[config.mk]
export PLATFORM = sky130hd
export DESIGN_NAME = pim_input_splitter
export DESIGN_NICKNAME = d
export VERILOG_FILES = /design/src/rtl/pim_pkg.sv /design/src/rtl/pim_lane_serializer.sv /design/src/rtl/pim_input_splitter.sv
export SDC_FILE = /design/constraint.sdc
export NUM_CORES = 1
export LEC_CHECK = 0
export BUFFER_PORTS_ARGS = -buffer_cell sky130_fd_sc_hd__buf_2
export CORE_ASPECT_RATIO = 1.4
export CORE_MARGIN = 2
export CORE_UTILIZATION = 40
export DETAILED_ROUTE_END_ITERATION = 10
export PLACE_DENSITY = 0.7
export SETUP_SLACK_MARGIN = 0.3
export SYNTH_ARGS = -nofsm -noshare
export SYNTH_HDL_FRONTEND = slang
export SYNTH_SLANG_ARGS = --single-unit
[constraint.sdc]
create_clock -name clk -period 2.4 [get_ports clk]
set_input_delay 0 -clock clk [delete_from_list [all_inputs] [get_ports clk]]
set_output_delay 0 -clock clk [all_outputs]
set_load 0.01 [all_outputs]
[src/rtl/pim_pkg.sv]
// ------------------------------------------------------------------------
// pim_pkg: shared types and helpers for the PIM input splitter. Rev 1.0
// ------------------------------------------------------------------------
`default_nettype none

package pim_pkg;

  localparam int DATA_WIDTH_INPUT = 8;
  localparam int LANE_W           = DATA_WIDTH_INPUT + 1;
  localparam int MAX_W            = 31;

  typedef enum logic [0:0] {
    IDLE  = 1'b0,
    SHIFT = 1'b1
  } state_t;

  // Returns {sat, magnitude}; magnitude clamps to 2^w-1 when |x| needs w+1 bits.
  function automatic logic [MAX_W:0] sat_abs(input logic [MAX_W:0] x, input int unsigned w);
    logic [MAX_W:0] mag;
    logic [MAX_W:0] lim;
    logic           sat;
    mag = x[MAX_W] ? (~x + (MAX_W+1)'(1)) : x;
    lim = ((MAX_W+1)'(1) << w) - (MAX_W+1)'(1);
    sat = (mag > lim);
    if (sat) begin
      mag = lim;
    end
    return {sat, mag[MAX_W-1:0]};
  endfunction

endpackage

`default_nettype wire

[src/rtl/pim_lane_serializer.sv]
// ------------------------------------------------------------------------
// pim_lane_serializer: one lane's pos/neg magnitude split and shifters. Rev 1.0
// ------------------------------------------------------------------------
`default_nettype none

module pim_lane_serializer
  import pim_pkg::*;
#(
  parameter int W = DATA_WIDTH_INPUT
) (
  input  logic         clk,
  input  logic         rst,
  input  logic         load,
  input  logic         shift,
  input  logic [W:0]   lane_in,
  output logic         pos_bit,
  output logic         neg_bit,
  output logic         sat_flag
);

  logic [MAX_W:0] lane_ext;
  logic [MAX_W:0] abs_res;
  logic [W-1:0]   pos_d, pos_q;
  logic [W-1:0]   neg_d, neg_q;
  logic           sat_d, sat_q;
  logic           unused_abs;

  assign unused_abs = ^abs_res[MAX_W-1:W];

  always_comb begin
    lane_ext = {{(MAX_W-W){lane_in[W]}}, lane_in};
    abs_res  = sat_abs(lane_ext, W);
    pos_d    = pos_q;
    neg_d    = neg_q;
    sat_d    = sat_q;
    // A load on the final beat must win over the shift of the old vector.
    if (load) begin
      sat_d = abs_res[MAX_W];
      if (lane_in[W]) begin
        pos_d = '0;
        neg_d = abs_res[W-1:0];
      end else begin
        pos_d = lane_in[W-1:0];
        neg_d = '0;
      end
    end else if (shift) begin
      pos_d = pos_q >> 1;
      neg_d = neg_q >> 1;
    end
  end

  always_ff @(posedge clk) begin
    if (rst) begin
      pos_q <= '0;
      neg_q <= '0;
      sat_q <= 1'b0;
    end else begin
      pos_q <= pos_d;
      neg_q <= neg_d;
      sat_q <= sat_d;
    end
  end

  assign pos_bit  = pos_q[0];
  assign neg_bit  = neg_q[0];
  assign sat_flag = sat_q;

endmodule

`default_nettype wire

[src/rtl/pim_input_splitter.sv]
// ------------------------------------------------------------------------
// pim_input_splitter: signed vector to bit-serial pos/neg magnitude planes. Rev 1.0
// ------------------------------------------------------------------------
`default_nettype none

module pim_input_splitter
  import pim_pkg::*;
#(
  parameter int Data_width_input = 8,
  parameter int N_lanes          = 4
) (
  input  logic                                    clk,
  input  logic                                    rst,
  input  logic                                    in_valid,
  output logic                                    in_ready,
  input  logic [N_lanes*(Data_width_input+1)-1:0] in_data,
  output logic                                    out_valid,
  input  logic                                    out_ready,
  output logic [N_lanes-1:0]                      pos_bit,
  output logic [N_lanes-1:0]                      neg_bit,
  output logic [$clog2(Data_width_input)-1:0]     bit_idx,
  output logic                                    bit_last,
  output logic [N_lanes-1:0]                      sat_flag
);

  localparam int W     = Data_width_input;
  localparam int LW    = W + 1;
  localparam int IDX_W = $clog2(W);
  localparam logic [IDX_W-1:0] LAST_IDX = IDX_W'(W - 1);

  state_t           state_d, state_q;
  logic [IDX_W-1:0] bit_idx_d, bit_idx_q;
  logic             beat;
  logic             accept;

  always_comb begin
    out_valid = (state_q == SHIFT);
    bit_last  = out_valid && (bit_idx_q == LAST_IDX);
    beat      = out_valid && out_ready;
    // Gating with rst keeps the reset cycle from looking like an accept slot.
    in_ready  = !rst && ((state_q == IDLE) || (beat && bit_last));
    accept    = in_valid && in_ready;
    state_d   = state_q;
    bit_idx_d = bit_idx_q;
    case (state_q)
      IDLE: begin
        if (accept) begin
          state_d   = SHIFT;
          bit_idx_d = '0;
        end
      end
      SHIFT: begin
        if (beat) begin
          if (bit_last) begin
            state_d   = accept ? SHIFT : IDLE;
            bit_idx_d = '0;
          end else begin
            bit_idx_d = bit_idx_q + IDX_W'(1);
          end
        end
      end
      default: begin
        state_d   = IDLE;
        bit_idx_d = '0;
      end
    endcase
  end

  always_ff @(posedge clk) begin
    if (rst) begin
      state_q   <= IDLE;
      bit_idx_q <= '0;
    end else begin
      state_q   <= state_d;
      bit_idx_q <= bit_idx_d;
    end
  end

  assign bit_idx = bit_idx_q;

  for (genvar k = 0; k < N_lanes; k++) begin : g_lane
    pim_lane_serializer #(
      .W (W)
    ) u_lane (
      .clk      (clk),
      .rst      (rst),
      .load     (accept),
      .shift    (beat),
      .lane_in  (in_data[k*LW +: LW]),
      .pos_bit  (pos_bit[k]),
      .neg_bit  (neg_bit[k]),
      .sat_flag (sat_flag[k])
    );
  end

endmodule

`default_nettype wire

==> results of run 1 <==
==> cell usage in the layout (no fill, tap or decap), types with 3 or more instances in the layout <==
cell,count
a311oi_1,32
nand2_1,40
dlygate4sd3_1,17
a211oi_1,18
nand3_1,25
o211ai_1,4
a32oi_1,4
mux2i_1,3
or4_1,4
or3_1,11
o21ai_0,28
buf_4,21
nor3_1,14
clkbuf_16,9
inv_1,9
o31ai_1,4
a22oi_1,3
nor3b_1,3
dfxtp_1,72
nand3b_1,12
ha_1,5
xnor2_1,6
a2111oi_0,3
nor2_1,64
clkbuf_1,3
buf_2,57
a21oi_1,19
==> critical path, delay by kind of cell <==
family / cells / cell delay (ns)
AO/OA/AOI/OAI: 1 / 0.07
AND/OR/NAND/NOR: 3 / 1.15
adder cells (fa/ha/maj): 1 / 0.22
buffers and inverters: 3 / 0.76
==> registers in the layout (all words and copies together) (netlist names) <==
signal	count
g_lane.u_lane.neg_q	32
g_lane.u_lane.pos_q	32
g_lane.u_lane.sat_flag	4
bit_idx	3
out_valid	1
==> stage by stage <==
step / hold WS, ns / instance area, um^2 / power, mW
floorplan: 0.1207 / 3874 / 1.663
finish: 0.002732 / 4725 / 3.251
global route: 0.01800 / 4725 / 3.382
detailed placement: 0.2778 / 4172 / 1.808
global placement: 0.2826 / 4172 / 1.797
CTS: 0.0006184 / 4659 / 3.261
==> per-layer routing <==
layer	track usage (%)	wire length, um
met1	22.61	4276
met2	31.63	4903
met3	2.799	408
met4	8.846	206
met5	0	0
==> report_power, final <==
| group | total (mW) | internal [mW] | switching (mW) |
|---|---|---|---|
| clock | 1.43 | 0.938 | 0.493 |
| sequential | 1.33 | 1.28 | 0.0425 |
| combinational | 0.495 | 0.206 | 0.288 |
| total | 3.25 | 2.43 | 0.824 |
==> cell type report <==
| type | count | area (um^2) | area share, % |
|---|---|---|---|
| clock buffer | 13 | 250.2 | 5.297 |
| clock inverter | 3 | 65.06 | 1.377 |
| inverter | 11 | 41.29 | 0.8739 |
| multi-input combinational | 347 | 2176 | 46.05 |
| sequential | 72 | 1441 | 30.51 |
| tap | 110 | 137.6 | 2.913 |
| timing repair buffer | 95 | 613.1 | 12.98 |
==> how the worst max path moves through the flow <==
stage                          start                        end  slack [ns]  cells past startpoint
after detailed placement  bit_idx[0]  g_lane[0].u_lane.neg_q[0]        0.23                      7
after global routing      bit_idx[0]  g_lane[3].u_lane.pos_q[1]        0.27                      7
final                     in_data[9]  g_lane[1].u_lane.neg_q[6]        0.37                      8
after global placement    bit_idx[0]  g_lane[0].u_lane.neg_q[0]        0.28                      7
after CTS                 bit_idx[0]  g_lane[3].u_lane.neg_q[6]        0.30                      6
after floorplan           bit_idx[0]  g_lane[1].u_lane.pos_q[0]        0.52                      7
==> kinds of logic after synthesis <==
| family | Yosys count |
|---|---|
| AOI/OAI and AO/OA | 130 |
| muxes | 4 |
| xor gates and xnor gates | 8 |
| adders and majority gates | 6 |
| and+or+nand+nor | 199 |
| DFF | 72 |
| buffers and inverters | 56 |
==> cell usage after synthesis, types with 2 or more instances <==
| library cell | count |
|---|---|
| nand4_1 | 2 |
| o21ai_0 | 28 |
| inv_1 | 9 |
| dfxtp_1 | 72 |
| ha_1 | 6 |
| a21oi_1 | 19 |
| a22oi_1 | 3 |
| o211ai_1 | 4 |
| or4b_1 | 3 |
| nand3b_1 | 12 |
| nor2b_1 | 3 |
| a32o_1 | 2 |
| nand2_1 | 40 |
| xor2_1 | 2 |
| clkinv_1 | 2 |
| a32oi_1 | 4 |
| or3b_1 | 2 |
| nor3_1 | 14 |
| nand3_1 | 25 |
| or4_1 | 4 |
| mux2i_1 | 3 |
| a2111oi_0 | 3 |
| nor4_1 | 2 |
| nor3b_1 | 3 |
| or3_1 | 11 |
| a211oi_1 | 18 |
| buf_2 | 13 |
| buf_6 | 3 |
| a311oi_1 | 33 |
| xnor2_1 | 6 |
| o31ai_1 | 4 |
| buf_4 | 12 |
| clkbuf_1 | 17 |
| nor2_1 | 64 |
==> repair_timing <==
| item | in CTS | in global routing |
|---|---|---|
| pin swaps | 0 | 2 |
| buffers inserted | 0 | 5 |
| hold endpoints to repair | 17 | 0 |
| resized for setup | 1 | 6 |
| setup endpoints to repair | 38 | 40 |
| hold buffers | 17 | 0 |
==> impl_metrics.csv, run 1 <==
group,metric,value,unit
min_path,min_from,"in_data[0]",
die,die_h,120.4,um
logic_synthesis,synth-adder-area-share,1.938,%
global_routing,grt_usage,18.58,%
sta,setup_slack,0.3671,ns
clock_tree,clock_latency,0.34,ns
layout,fillers,905,
global_routing,grt_pass1_vias,3430,
routing,vias,3772,
sta,finalSetupTns,0,ns
layout,syn_to_final_growth,21.96,%
clock_tree,clk_pin_slew_worst_paths,0.05,ns
critical_path,reg2reg_from,"bit_idx[0]",
sta,rsz0062_at_grt,"yes",
logic_synthesis,syn_inst,475,
layout,antenna_cells,0,
critical_path,crit_chain,"dlygate4sd3_1 -> buf_2 -> inv_1 -> ha_1 -> or4b_4 -> or4b_1 -> nand4_1 -> a211oi_1",
routing,drtPass1Iterations,5,
critical_path,slowest_delay,0.54,ns
sta,hold_viol,0,
logic_synthesis,synth_area_leaders,"dfxtp_1 (37%), a311oi_1 (7.5%), nor2_1 (6.2%), nand2_1 (3.9%), o21ai_0 (3.6%)",
clock_tree,cts_tree,"yes",
critical_path,cp.required,2.58,ns
routing,antenna_left,0,
logic_synthesis,syn-cell-area,3874,um^2
die,io_pins,58,
die,start_util,40.95,%
logic_synthesis,synthSimpleGateAreaFrac,26.23,%
pwr,peakVddDrop,377.4,uV
clock_tree,root_buffer,"clkbuf_16",
logic_synthesis,synthMuxAreaShare,1.066,%
critical_path,critPathLaunchType,"input pin",
logic_synthesis,yosysUniqueCellTypes,61,
layout,fin_util,49.95,%
min_path,hold_class,"input pin to flop",
routing,drc_errors,0,
die,core_area,9459,um^2
sta,fin_skew,0.005361,ns
clock_tree,cts_buffer_depth,2,
routing,routed_via_density,5.794,
run,max_cap_violations,0,
sta,fin_crit,2.033,ns
logic_synthesis,ys_ff_latch,72,
critical_path,worst-setup-path-type,"input pin to flop",
pwr,powerDensity,688.1,nW/um^2
placement,dpl.hpwl,6638,um
outcome,status,"finished clean",
logic_synthesis,synth_compound_area_share,24.16,%
placement,portBuffers,57,
placement,place_inst,613,
logic_synthesis,syn-mean-instance-area,8.155,um^2
critical_path,r2r_cells,7,
critical_path,cp.arrival,2.21,ns
sta,finalSetupViolations,0,
layout,fin_cells,651,
clock_tree,htree_num_levels,3,
die,rows,42,
logic_synthesis,synth_seq_area_share,37.21,%
clock_tree,cts_sinks,72,
min_path,whs_path_depth,3,
die,die_w,87.17,um
global_routing,grt_pass1_wl,15690,um
die,die-area,10500,um^2
sta,tightest_slew,0.7689,ns
sta,relSlewSlack,48.54,%
logic_synthesis,synth_edf_count,0,
critical_path,r2r_setup_slack,0.38,ns
logic_synthesis,synth_xor_area_share,1.809,%
sta,clock.fmax,0.4919,GHz
placement,place_congestion,0.8334,
logic_synthesis,yosysTopAreaCellShare,37.21,%
logic_synthesis,ys_async_sr_fraction,0,%
logic_synthesis,synth_ff_type,"dfxtp_1",
critical_path,r2r-end,"g_lane[3].u_lane.pos_q[1]",
logic_synthesis,yosysTopAreaCell,"dfxtp_1",
sta,drv_slew,0,
layout,num-nets-final,582,
placement,place_ws,0.2314,ns
clock_tree,cts_made_buffers,9,
layout,layout-drive-gt1-share,20.33,%
min_path,hold_end,"g_lane[0].u_lane.pos_q[0]",
routing,drtIter0Drc,176,
global_routing,antenna_found_initial,0,
logic_synthesis,synth_top_family_by_area,"simple AND/OR/NAND/NOR gates",
sta,finalCritPeriodShare,84.71,%
global_routing,grt_max_degree,71,
critical_path,worstSetupEndpointType,"flop",
pwr,p_leak,1.755,nW
global_routing,grt_overflow,0,
routing,wl,9794,um
critical_path,cp_max_fo,4,
logic_synthesis,yosysWarningCount,0,
critical_path,critPathSlowestCell,"dlygate4sd3_1",
routing,wire_per_inst,15.04,um
logic_synthesis,synth.net_count,521,
(Power assumes the default switching activity.)
==> inputs of run 2 (changes only) <==
==> constraint.sdc (replaced) <==
create_clock -name clk -period 2.06 [get_ports clk]
set_input_delay 0 -clock clk [delete_from_list [all_inputs] [get_ports clk]]
set_output_delay 0 -clock clk [all_outputs]
set_load 0.01 [all_outputs]
==> run 2 against run 1 <==
Die area stayed put; power is 8.3% higher; utilization is 1.2 points higher; register-to-register slack worse by 0.14 ns; setup slack worse by 0.13 ns; sequential power is 17% higher; clock power is 5% lower; critical path depth is 1 lower; cell count is 0.31% higher.
==> impl_metrics.csv, run 2 (synthesis results as in run 1) <==
group,metric,value,unit
sta,tightest_slew,0.7658,ns
layout,fin_cells,653,
global_routing,grt_max_degree,70,
critical_path,worst-setup-path-type,"flop to flop",
global_routing,grt_usage,19.83,%
sta,setup_slack,0.2351,ns
layout,num-nets-final,586,
placement,dpl.hpwl,6855,um
critical_path,worstSetupEndpointType,"flop",
routing,antenna_left,0,
die,core_area,9459,um^2
pwr,p_total,3.522,mW
layout,fillers,911,
routing,routed_via_density,5.853,
placement,portBuffers,57,
layout,seq_area,1448,um^2
sta,rsz0062_at_grt,"yes",
die,start_util,40.95,%
clock_tree,clock_latency,0.33,ns
pwr,powerDensity,727.6,nW/um^2
die,die_h,120.4,um
sta,drv_slew,0,
sta,finalCritPeriodShare,88.59,%
layout,multi_input_area,2266,um^2
global_routing,grt_overflow,0,
global_routing,antenna_found_initial,0,
sta,fin_skew,0.008286,ns
die,rows,42,
routing,drc_errors,0,
critical_path,critPathLaunchType,"flop",
layout,layout-drive-gt1-share,23.39,%
sta,finalSetupViolations,0,
min_path,hold_class,"input pin to flop",
critical_path,cp_max_fo,14,
sta,finalSetupTns,0,ns
routing,wl,10220,um
die,io_pins,58,
clock_tree,cts_made_buffers,9,
routing,wire_per_inst,15.64,um
clock_tree,cts_tree,"yes",
sta,hold_viol,0,
die,die_w,87.17,um
routing,vias,3822,
global_routing,grt_pass1_vias,3515,
clock_tree,clk_pin_slew_worst_paths,0.05,ns
global_routing,grt_pass1_wl,16480,um
die,die-area,10500,um^2
routing,drtPass1Iterations,4,
layout,syn_to_final_growth,24.97,%
clock_tree,cts_buffer_depth,2,
routing,drtIter0Drc,213,
placement,place_ws,0.05731,ns
clock_tree,cts_sinks,72,
critical_path,cp.arrival,2.05,ns
clock_tree,htree_num_levels,3,
layout,antenna_cells,0,
pwr,p_leak,1.771,nW
placement,place_inst,615,
placement,place_congestion,0.8050,
clock_tree,root_buffer,"clkbuf_16",
layout,most-common-layout-cells,"dfxtp_1 (69), nor2_1 (64), buf_2 (57), nand2_1 (39), a311oi_1 (28)",
critical_path,cp.required,2.29,ns
pwr,peakVddDrop,390.3,uV
layout,final_common_cell,"dfxtp_1",
sta,relSlewSlack,48.95,%
sta,holdWs,0.01631,ns
sta,fin_crit,1.825,ns
run,max_cap_violations,0,
min_path,whs_path_depth,3,
sta,clock.fmax,0.5480,GHz
critical_path,r2r_cells,7,
outcome,status,"finished clean",
run 2: changes by cell type in the layout (fill, tap and decap cells not counted), sizes merged:
cell / delta
buf: +3
bufinv: -2
or2: +1
run 2: metal layers:
metal	vias to the layer above	GRT usage, %	wire (um)
li1	1888	-	-
met1	1812	23.06	4205
met2	103	33.87	5319
met3	19	3.345	403
met4	0	11.06	288
met5	-	0	0
run 2: worst max-delay path, cell delays in order (launching register included):
cell	delay (ns)
dfxtp_4	0.36
ha_4	0.16
ha_4	0.17
a21boi_4	0.26
or2_4	0.24
buf_6	0.18
nand2_1	0.07
a311oi_1	0.28
run 2: through the flow:
step	utilization [%]	cell area [um^2]
2_1_floorplan	-	3894
3_3_place_gp	44.58	4217
3_5_place_dp	44.58	4217
4_1_cts	49.80	4711
5_1_grt	51.18	4841
6_report	51.18	4841
run 2: timing repair:
action | CTS | global route
resized for setup | 12 | 27
hold endpoints to repair | 17 | 0
gates cloned | 1 | 0
buffers inserted | 2 | 4
setup endpoints to repair | 55 | 59
hold buffers | 17 | 0
pin swaps | 3 | 13
run 2: path summary, 6_finish.rpt:
path / start / end / slack (ns)
worst min-delay path: in_data[6] / g_lane[0].u_lane.pos_q[6] / 0.02
worst min register to register: g_lane[3].u_lane.sat_flag / g_lane[3].u_lane.sat_flag / 0.45
worst max-delay path: bit_idx[0] / g_lane[2].u_lane.pos_q[3] / 0.24
worst max register to register: bit_idx[0] / g_lane[2].u_lane.pos_q[3] / 0.24
run 2: report_power, final:
group          internal (mW)  switching, mW
combinational          0.262          0.352
sequential              1.49         0.0516
clock                  0.832          0.529
total                   2.59          0.933
run 2: area by class of cell:
class / instances / area share (%)
clock buffers: 13 / 5.169
clock inverters: 1 / 0.1034
inverters: 11 / 0.8529
multi-input cells: 348 / 46.81
flip-flops and latches: 72 / 29.90
well taps: 110 / 2.843
repair buffers: 98 / 14.32
